--- config.mk ---
export PLATFORM = sky130hd
export DESIGN_NAME = m_bpred_btb
export DESIGN_NICKNAME = d
export VERILOG_FILES = /design/src/rtl/m_bpred_pkg.sv /design/src/rtl/m_bpred_cam.sv /design/src/rtl/m_bpred_btb.sv
export SDC_FILE = /design/constraint.sdc
export NUM_CORES = 1
export LEC_CHECK = 0
export CELL_PAD_IN_SITES_DETAIL_PLACEMENT = 1
export CELL_PAD_IN_SITES_GLOBAL_PLACEMENT = 2
export CORE_UTILIZATION = 38
export CTS_BUF_LIST = sky130_fd_sc_hd__clkbuf_4
export CTS_CLUSTER_SIZE = 16
export DETAILED_ROUTE_END_ITERATION = 7
export GPL_ROUTABILITY_DRIVEN = 0
export GPL_TIMING_DRIVEN = 0
export PLACE_DENSITY = 0.82
export SETUP_SLACK_MARGIN = 0.05
export SLEW_MARGIN = 30
export SYNTH_ARGS = -nofsm -noshare
export SYNTH_HDL_FRONTEND = slang
export SYNTH_SLANG_ARGS = --single-unit
export TNS_END_PERCENT = 1
--- constraint.sdc ---
create_clock -name w_clk -period 4.25 [get_ports w_clk]
set_input_delay 0.85 -clock w_clk [delete_from_list [all_inputs] [get_ports w_clk]]
set_output_delay 0.85 -clock w_clk [all_outputs]
set_load 0.01 [all_outputs]
--- src/rtl/m_bpred_pkg.sv ---
// rtl/m_bpred_pkg.sv - shared constants and helper functions for the m_bpred BTB
package m_bpred_pkg;

  // Weakly-taken counter value: the smallest value whose MSB is set.
  function automatic int f_wt(input int ctr_w);
    return 1 << (ctr_w - 1);
  endfunction

  // Weakly-not-taken counter value: one below weakly taken.
  function automatic int f_wnt(input int ctr_w);
    return (1 << (ctr_w - 1)) - 1;
  endfunction

  // Saturation ceiling of a ctr_w-bit counter.
  function automatic int f_max(input int ctr_w);
    return (1 << ctr_w) - 1;
  endfunction

  // Ceiling log2, used to size way indices and LRU ages.
  function automatic int f_clog2(input int n);
    int r;
    r = 0;
    for (int i = 0; i < 31; i++) begin
      if ((1 << i) < n) r = i + 1;
    end
    return r;
  endfunction

  // One saturating step up (taken) or down (not taken); counters are at most 4 bits.
  function automatic logic [3:0] f_sat_step(input logic [3:0] ctr, input logic up,
                                            input logic [3:0] max);
    logic [3:0] r;
    r = ctr;
    if (up) begin
      if (ctr < max) r = ctr + 4'd1;
    end else begin
      if (ctr != 4'd0) r = ctr - 4'd1;
    end
    return r;
  endfunction

endpackage

--- src/rtl/m_bpred_cam.sv ---
// rtl/m_bpred_cam.sv - tag match with lowest-index priority encoding
module m_bpred_cam
  import m_bpred_pkg::*;
#(
  parameter int ADDR_W  = 11,
  parameter int ENTRIES = 4,
  parameter int IDX_W   = 2
) (
  input  logic [ENTRIES-1:0][ADDR_W-1:0] tag_i,
  input  logic [ENTRIES-1:0]             valid_i,
  input  logic [ADDR_W-1:0]              addr_i,
  output logic                           hit_o,
  output logic [IDX_W-1:0]               idx_o
);

  // Scan from the top down so the lowest matching way is the last one written.
  always_comb begin
    hit_o = 1'b0;
    idx_o = '0;
    for (int i = ENTRIES - 1; i >= 0; i--) begin
      if (valid_i[i] && (tag_i[i] == addr_i)) begin
        hit_o = 1'b1;
        idx_o = IDX_W'(i);
      end
    end
  end

endmodule

--- src/rtl/m_bpred_btb.sv ---
// rtl/m_bpred_btb.sv - fully associative BTB with saturating direction counters and true LRU
module m_bpred_btb #(
  parameter int ADDR_W   = 11,
  parameter int ENTRIES  = 4,
  parameter int CTR_W    = 2,
  parameter int ALLOC_NT = 1
) (
  input  logic              w_clk,
  input  logic              w_rst_n,
  input  logic [ADDR_W-1:0] w_paddr,
  output logic              w_pre,
  output logic              w_pr,
  output logic [ADDR_W-1:0] w_pdst,
  input  logic              w_be,
  input  logic [ADDR_W-1:0] w_baddr,
  input  logic              w_br,
  input  logic [ADDR_W-1:0] w_bdst,
  input  logic              w_bpr,
  input  logic              w_flush,
  output logic [31:0]       r_upd_cnt,
  output logic [31:0]       r_mis_cnt
);
  import m_bpred_pkg::*;

  localparam int               IDX_W    = f_clog2(ENTRIES);
  localparam logic [CTR_W-1:0] CTR_WT   = CTR_W'(f_wt(CTR_W));
  localparam logic [CTR_W-1:0] CTR_WNT  = CTR_W'(f_wnt(CTR_W));
  localparam logic [3:0]       CTR_MAX4 = 4'(f_max(CTR_W));
  localparam logic [IDX_W-1:0] AGE_OLD  = IDX_W'(ENTRIES - 1);

  logic [ENTRIES-1:0]             valid_q, valid_d;
  logic [ENTRIES-1:0][ADDR_W-1:0] tag_q, tag_d;
  logic [ENTRIES-1:0][ADDR_W-1:0] tgt_q, tgt_d;
  logic [ENTRIES-1:0][CTR_W-1:0]  ctr_q, ctr_d;
  logic [ENTRIES-1:0][IDX_W-1:0]  age_q, age_d;
  logic [31:0]                    upd_cnt_q, upd_cnt_d;
  logic [31:0]                    mis_cnt_q, mis_cnt_d;

  logic             l_hit, u_hit;
  logic [IDX_W-1:0] l_idx, u_idx;
  logic [IDX_W-1:0] vic_idx;
  logic             touch;
  logic [IDX_W-1:0] touch_idx;

  m_bpred_cam #(.ADDR_W(ADDR_W), .ENTRIES(ENTRIES), .IDX_W(IDX_W)) u_cam_lookup (
    .tag_i   (tag_q),
    .valid_i (valid_q),
    .addr_i  (w_paddr),
    .hit_o   (l_hit),
    .idx_o   (l_idx)
  );

  m_bpred_cam #(.ADDR_W(ADDR_W), .ENTRIES(ENTRIES), .IDX_W(IDX_W)) u_cam_update (
    .tag_i   (tag_q),
    .valid_i (valid_q),
    .addr_i  (w_baddr),
    .hit_o   (u_hit),
    .idx_o   (u_idx)
  );

  // Lookup outputs are forced to zero on a miss so stale ways never leak out.
  always_comb begin
    w_pre  = l_hit;
    w_pr   = l_hit & ctr_q[l_idx][CTR_W-1];
    w_pdst = l_hit ? tgt_q[l_idx] : '0;
  end

  assign r_upd_cnt = upd_cnt_q;
  assign r_mis_cnt = mis_cnt_q;

  // Victim: lowest invalid way if any, otherwise the least recently used way.
  always_comb begin
    vic_idx = '0;
    for (int i = ENTRIES - 1; i >= 0; i--) begin
      if (age_q[i] == AGE_OLD) vic_idx = IDX_W'(i);
    end
    for (int i = ENTRIES - 1; i >= 0; i--) begin
      if (!valid_q[i]) vic_idx = IDX_W'(i);
    end
  end

  // Table next state: flush wins, else hit-update or allocate, then LRU touch.
  always_comb begin
    valid_d   = valid_q;
    tag_d     = tag_q;
    tgt_d     = tgt_q;
    ctr_d     = ctr_q;
    age_d     = age_q;
    touch     = 1'b0;
    touch_idx = '0;
    if (w_flush) begin
      valid_d = '0;
      for (int i = 0; i < ENTRIES; i++) age_d[i] = IDX_W'(i);
    end else if (w_be) begin
      if (u_hit) begin
        ctr_d[u_idx] = CTR_W'(f_sat_step(4'(ctr_q[u_idx]), w_br, CTR_MAX4));
        if (w_br) tgt_d[u_idx] = w_bdst;
        touch     = 1'b1;
        touch_idx = u_idx;
      end else if (w_br || (ALLOC_NT != 0)) begin
        tag_d[vic_idx]   = w_baddr;
        tgt_d[vic_idx]   = w_bdst;
        valid_d[vic_idx] = 1'b1;
        ctr_d[vic_idx]   = w_br ? CTR_WT : CTR_WNT;
        touch            = 1'b1;
        touch_idx        = vic_idx;
      end
      if (touch) begin
        for (int i = 0; i < ENTRIES; i++) begin
          if (age_q[i] < age_q[touch_idx]) age_d[i] = age_q[i] + IDX_W'(1);
        end
        age_d[touch_idx] = '0;
      end
    end
  end

  // Performance counters see every resolved branch, flush or not.
  always_comb begin
    upd_cnt_d = w_be ? upd_cnt_q + 32'd1 : upd_cnt_q;
    mis_cnt_d = (w_be && (w_br != w_bpr)) ? mis_cnt_q + 32'd1 : mis_cnt_q;
  end

  // State registers with asynchronous clear.
  always_ff @(posedge w_clk or negedge w_rst_n) begin
    if (!w_rst_n) begin
      valid_q   <= '0;
      tag_q     <= '0;
      tgt_q     <= '0;
      ctr_q     <= '0;
      for (int i = 0; i < ENTRIES; i++) age_q[i] <= IDX_W'(i);
      upd_cnt_q <= '0;
      mis_cnt_q <= '0;
    end else begin
      valid_q   <= valid_d;
      tag_q     <= tag_d;
      tgt_q     <= tgt_d;
      ctr_q     <= ctr_d;
      age_q     <= age_d;
      upd_cnt_q <= upd_cnt_d;
      mis_cnt_q <= mis_cnt_d;
    end
  end

endmodule

==> flow_summary.yaml <==
sta:
  layout_min_cycle_time_ns: 4.10
  max_freq_mhz: 244
  tns_ns: 0
  finalHoldViolCount: 0
  worst_pin_slew_ns: 0.894
  finalClockSkew_ns: 0.0247
  setup_viol: 0
  period_share_pct: 96.5
  maxSlewViolCount: 0
  rsz0062_at_grt: "no"
  setup_slack_ns: 0.151
  slew_headroom_pct: 39.8
power:
  p_switching_mw: 1.41
  p_int_mw: 2.76
  power.leakage_nw: 4.53
  cellPowerDensity_mw_per_mm2: 378
  power_frac_clock_pct: 23.9
  p_sw_share_pct: 33.9
  power_mw: 4.18
  comb_power_share_pct: 24.9
  sequentialPowerShare_pct: 51.3
  ir_drop_uv: 176
critical_path:
  cp_data_required_time_ns: 3.40
  cp-end-kind: "output pin"
  critPathMaxFanout: 4
  slowest_delay_ns: 0.61
  crit_chain: "buf_1 > xnor2_1 > nand4_1 > nor3_4 > inv_1 > a21oi_1 > nor2_2 > mux2i_1 > o22ai_1 > clkdlybuf4s50_1"
  worstSetupStartpointType: "input pin"
  cp_data_arrival_time_ns: 3.25
  path_class: "input pin to output pin"
  cp_slowest_cell: "clkdlybuf4s50_1"
cells_and_area:
  nFillCells: 2598
  layout.nets: 1006
  drive_above_1_share_pct: 19.6
  synthToLayoutAreaGrowth_pct: 20.1
  final_cells: 1294
logic_synthesis:
  synth_flop_cell: "dfrtp_1"
  synth_area_leaders: "dfrtp_1 46%, xnor2_1 12%, mux2_2 11%"
  syn_nets: 887
  yosys_register_bits: 172
  synth_top_area_cell: "dfrtp_1"
  async_reset_ff_share_pct: 100
  postSynthAreaPerCell_um2: 10.9
  ys_types: 64
  synth_top_area_share_pct: 45.7
  yosys_warnings: 0
  synth.most_common_cell: "dfrtp_1"
  synth.cells.most_frequent: "168 x dfrtp_1, 129 x xnor2_1, 90 x mux2_2"
  seq_area_frac_synth_pct: 46.9
  syn_inst: 842
  synth_enable_flop_cells: 0
  synth_area_mm2: 0.00920
global_route:
  grt_pass1_vias: 7028
  gr-total-overflow: 0
  grt_usage_pct: 20.8
  grt_max_degree: 86
  antenna_found_initial: 1
  grt_pass1_wl_mm: 39.3
clocking:
  hold_buffers: 0
  clk_latency_ns: 0.58
  clock_path_buffers: 2
  path_clk_slew_ns: 0.17
  clockRootBuffer: "clkbuf_4"
  cts_max_level: 4
  numCtsBuffers: 17
  cts_tree: "yes"
  cts_sinks: 172
route:
  finalWirelength_mm: 24.4
  drt_pre_antenna_iters: 5
  detail_route.wl_per_cell_um: 18.9
  vias: 6868
  via_per_inst: 5.31
  drtIter0Drc: 403
  postRouteAntennaNets: 0
  drc_errors: 0
place:
  portBuffers: 92
  dp_slack_ns: -0.936
  dp_hpwl_mm: 18.0
  dp.cells: 1255
flow_run:
  drv_cap: 0
die:
  die_x_um: 158
  rows: 56
  dieArea_mm2: 0.0248
  die_height_um: 158
  start_util_pct: 38.9
  core_mm2: 0.0236
  design.portCount: 116
outcome:
  status: "finished clean"
worst_hold_path:
  hp-class: "input pin to asynchronous set/reset pin"
-- critical path, delay by kind of cell --
| kind | cells | cell delay, ns |
|---|---|---|
| muxes | 1 | 0.13 |
| and+or+nand+nor | 3 | 0.61 |
| AOI/OAI and AO/OA | 2 | 0.53 |
| xor gates and xnor gates | 1 | 0.21 |
| buffers and inverters | 3 | 0.91 |
-- final timing paths --
| kind | startpoint | endpoint | slack, ns | cells past startpoint |
|---|---|---|---|---|
| setup / recovery | w_paddr[9] | w_pr | 0.15 | 10 |
| max in group asynchronous | w_rst_n | tgt_q[18] | 3.10 | 3 |
| min in group w_clk | r_upd_cnt[31] | r_upd_cnt[31] | 0.48 | 1 |
| setup reg to reg | age_q[6] | tgt_q[40] | 0.55 | 9 |
| hold reg to reg | r_upd_cnt[31] | r_upd_cnt[31] | 0.48 | 1 |
| hold / removal | w_rst_n | age_q[1] | 0.1 | 1 |
-- layer usage --
layer  share of wire [%]  vias up  track usage (%)  routed length (µm)
met5                   0        -                0                   0
met4                 1.3        0             5.36                 318
met3                 4.3       20             3.91                1040
met2                  46      148             32.6               11300
met1                  48     3461             29.4               11800
li1                    -     3239                -                   -
-- placed cells by master (no fill, tap or decap), types with 18 or more instances in the layout --
| cell | n |
|---|---|
| dfrtp_1 | 167 |
| nand3_1 | 27 |
| a21oi_1 | 28 |
| clkdlybuf4s50_1 | 84 |
| nor4_1 | 19 |
| nand2_1 | 49 |
| clkbuf_4 | 18 |
| nand4_1 | 50 |
| mux2_2 | 90 |
| xnor2_1 | 126 |
| nor2_1 | 38 |
-- sequential cells by signal, summed over array words and instances (netlist names) --
| name | flops |
|---|---|
| tag_q | 44 |
| r_mis_cnt | 32 |
| tgt_q | 44 |
| age_q | 8 |
| r_upd_cnt | 32 |
| valid_q | 4 |
| ctr_q | 8 |
-- power groups by stage --
| stage | clock network (mW) | registers, mW | logic [mW] |
|---|---|---|---|
| global route | 1.09 | 2.18 | 1.13 |
| CTS | 1.03 | 2.14 | 1.04 |
| detailed placement | 0 | 2.17 | 1.02 |
| global placement | 0 | 2.16 | 0.990 |
| finish | 0.997 | 2.14 | 1.04 |
| floorplan | 0 | 2.14 | 0.645 |
-- cells by family (layout without fill, tap and decap cells) --
family | Yosys count | count (layout) | synth area share (%)
fa+ha+maj | 8 | 8 | 1.05
other cells | 0 | 1 | 0
flops | 172 | 172 | 46.9
buf+inv | 64 | 196 | 3.35
compound gates | 96 | 96 | 6.83
xor+xnor | 151 | 151 | 14.9
simple gates | 249 | 249 | 14.7
mux | 102 | 102 | 12.3
-- layout make-up --
class	instances	area, µm²	area share [%]
clock inverters	15	181	1.64
well taps	319	399	3.61
repair buffers	102	1060	9.58
clock buffers	17	128	1.16
diodes	1	2.50	0.0227
multi-input cells	606	4650	42.1
inverters	17	63.8	0.578
flip-flops and latches	172	4310	39.0
plain buffers	45	256	2.32
-- through the flow --
| step | utilization, % | area [µm²] | hold slack (ns) |
|---|---|---|---|
| finish | 46.8 | 11000 | 0.0973 |
| global placement | 44.5 | 10500 | 0.460 |
| global route | 46.8 | 11000 | 0.0841 |
| detailed placement | 44.8 | 10600 | 0.462 |
| floorplan | - | 9200 | 0.454 |
| CTS | 46.5 | 11000 | 0.0839 |
-- repair_timing --
item / CTS / global route
pin swaps: 4 / 4
gates cloned: 0 / 0
setup endpoints to repair: 12 / 11
setup buffers: 3 / 5
resized for setup: 18 / 14
Note: power is estimated with default switching activity, not from simulation.
==> patch: new RTL, same settings <==
The parameter `CTR_W` goes from 2 to 4.
--- a/src/rtl/m_bpred_btb.sv
+++ b/src/rtl/m_bpred_btb.sv
@@ -2,7 +2,7 @@
 module m_bpred_btb #(
   parameter int ADDR_W   = 11,
   parameter int ENTRIES  = 4,
-  parameter int CTR_W    = 2,
+  parameter int CTR_W    = 4,
   parameter int ALLOC_NT = 1
 ) (
   input  logic              w_clk,
Behaviour: same outputs for any inputs over 4 cycles, from zero or initial values and one cycle with w_rst_n low; that may be too few to reach the edited logic, so the function may still have changed.
==> patch against the original RTL <==
Wire length rose by 1.2%; critical endpoint is now w_pdst[6]; area after synthesis rose by 6.4%; sequential cell count rose by 8; first-iteration DRC count fell by 9.9%; cell area rose by 5.6%; hold slack got worse by 0.011 ns; total power rose by 1.8%; worst setup slack barely moved; largest power group unchanged.
==> patch: results (changes against the original RTL) <==
| Metric | Value |
|---|---|
| Share of cells above drive strength 1 | `0.211 (was 0.196)` |
| Peak Freq | `0.244 GHz (about the same)` |
| Total Routing Usage GR | `0.197 (was 0.208)` |
| FF-to-FF path depth | `10 (was 9)` |
| Multi-input combinational cell area | `5030 µm² (was 4650 µm²)` |
| Post-route insts no fill | `1352 (was 1294)` |
| Complex-gate fraction of the synthesized area | `0.0556 (was 0.0683)` |
| First-pass GRT wire length | `40300 µm (was 39300 µm)` |
| Critical path origin | `w_paddr[4] (was w_paddr[9])` |
| Initial drt markers | `363 (was 403)` |
| Syn avg cell area | `11.1 µm² (was 10.9 µm²)` |
| Post-synth net total | `934 (was 887)` |
| Buffers on Ports | `93 (was 92)` |
| Fillers | `2726 (was 2598)` |
| Max FO, Critical Path | `5 (was 4)` |
| Multi-input gates | `646 (was 606)` |
| Post-Layout Inst Area | `11700 µm² (was 11000 µm²)` |
| Worst slew margin | `0.423 (was 0.398)` |
| Final clock-cell share | `0.0253 (was 0.0280)` |
| Status | `complete, no violations (unchanged)` |
| Multiplexer share of the synthesized area | `0.138 (was 0.123)` |
| Worst clock skew | `0.0264 ns (was 0.0247 ns)` |
| Final nets | `1059 (was 1006)` |
| Largest net degree at the start of global routing | `81 (was 86)` |
| Adder-Cell Fraction of Synth Area | `0.0153 (was 0.0105)` |
| Via count | `7133 (was 6868)` |
| Hold_ws | `0.0865 ns (was 0.0973 ns)` |
| Inverters | `15 (was 17)` |
| Cell area after placement | `11200 µm² (was 10600 µm²)` |
| CP endpoint | `w_pdst[6] (was w_pr)` |
| Worst r2r dst | `tgt_q[28] (was tgt_q[40])` |
| Seq/Total Area, Yosys | `0.461 (was 0.469)` |
| Area share of xor/xnor cells in the synthesized design | `0.139 (was 0.149)` |
| R2r setup slk | `0.42 ns (was 0.55 ns)` |
| Peak VDD IR | `0.176 mV (about the same)` |
| Buffers, non-clock | `148 (was 147)` |
| Place WS | `-0.838 ns (was -0.936 ns)` |
| Routed WL | `24700 µm (was 24400 µm)` |
| H-tree levels | `4 (unchanged)` |
| Hpwl dp | `18200 µm (was 18000 µm)` |
| Slowest-stage cell, CP | `mux4_2 (was clkdlybuf4s50_1)` |
| Seq area share | `0.387 (was 0.390)` |
| DR pass1 iterations | `4 (was 5)` |
| Number of global-route vias before repair | `7326 (was 7028)` |
| NonClk Buf Share | `0.116 (was 0.119)` |
| Num sequential | `180 (was 172)` |
| Synth unique cells | `66 (was 64)` |
| Worst stage delay on the critical path | `0.49 ns (was 0.61 ns)` |
| Main area contributors after synthesis | `dfrtp_1 (45%), xnor2_1 (12%), mux2_2 (10%), nand4_1 (3.4%), mux4_2 (2.8%) (was dfrtp_1 (46%), xnor2_1 (12%), mux2_2 (11%), nand4_1 (3.4%), nand2_1 (2.0%))` |
| Sw Ratio | `0.330 (was 0.339)` |
| Leakage Power | `4.85 nW (was 4.53 nW)` |
patch: cell types whose count changed in the layout (fill, tap and decap cells not counted), sizes merged, moves of 11 or more:
cell	unedited run	this run
and2	6	19
dlygate4sd2	0	11
mux4	0	12
nand2	49	65
nor4	20	6
o22ai	13	1
patch: what timing repair did:
item	in CTS	in global routing
endpoints found under the setup margin	12	12
buffers inserted	9	1
cloned	1	0
resized for setup	36	4
pin swaps	5	4
patch: kinds of logic after synthesis:
logic type	count (synthesis)
AO/OA/AOI/OAI	82
XOR/XNOR	151
adder cells (fa/ha/maj)	12
buffers and inverters	57
flip-flops	180
multiplexers	108
AND/OR/NAND/NOR	293
patch: layer usage:
layer	up-vias	global-route usage	wire, µm
li1	3370	-	-
met1	3635	0.280	11900
met2	111	0.314	11800
met3	17	0.0300	801
met4	0	0.0480	263
met5	-	0	0
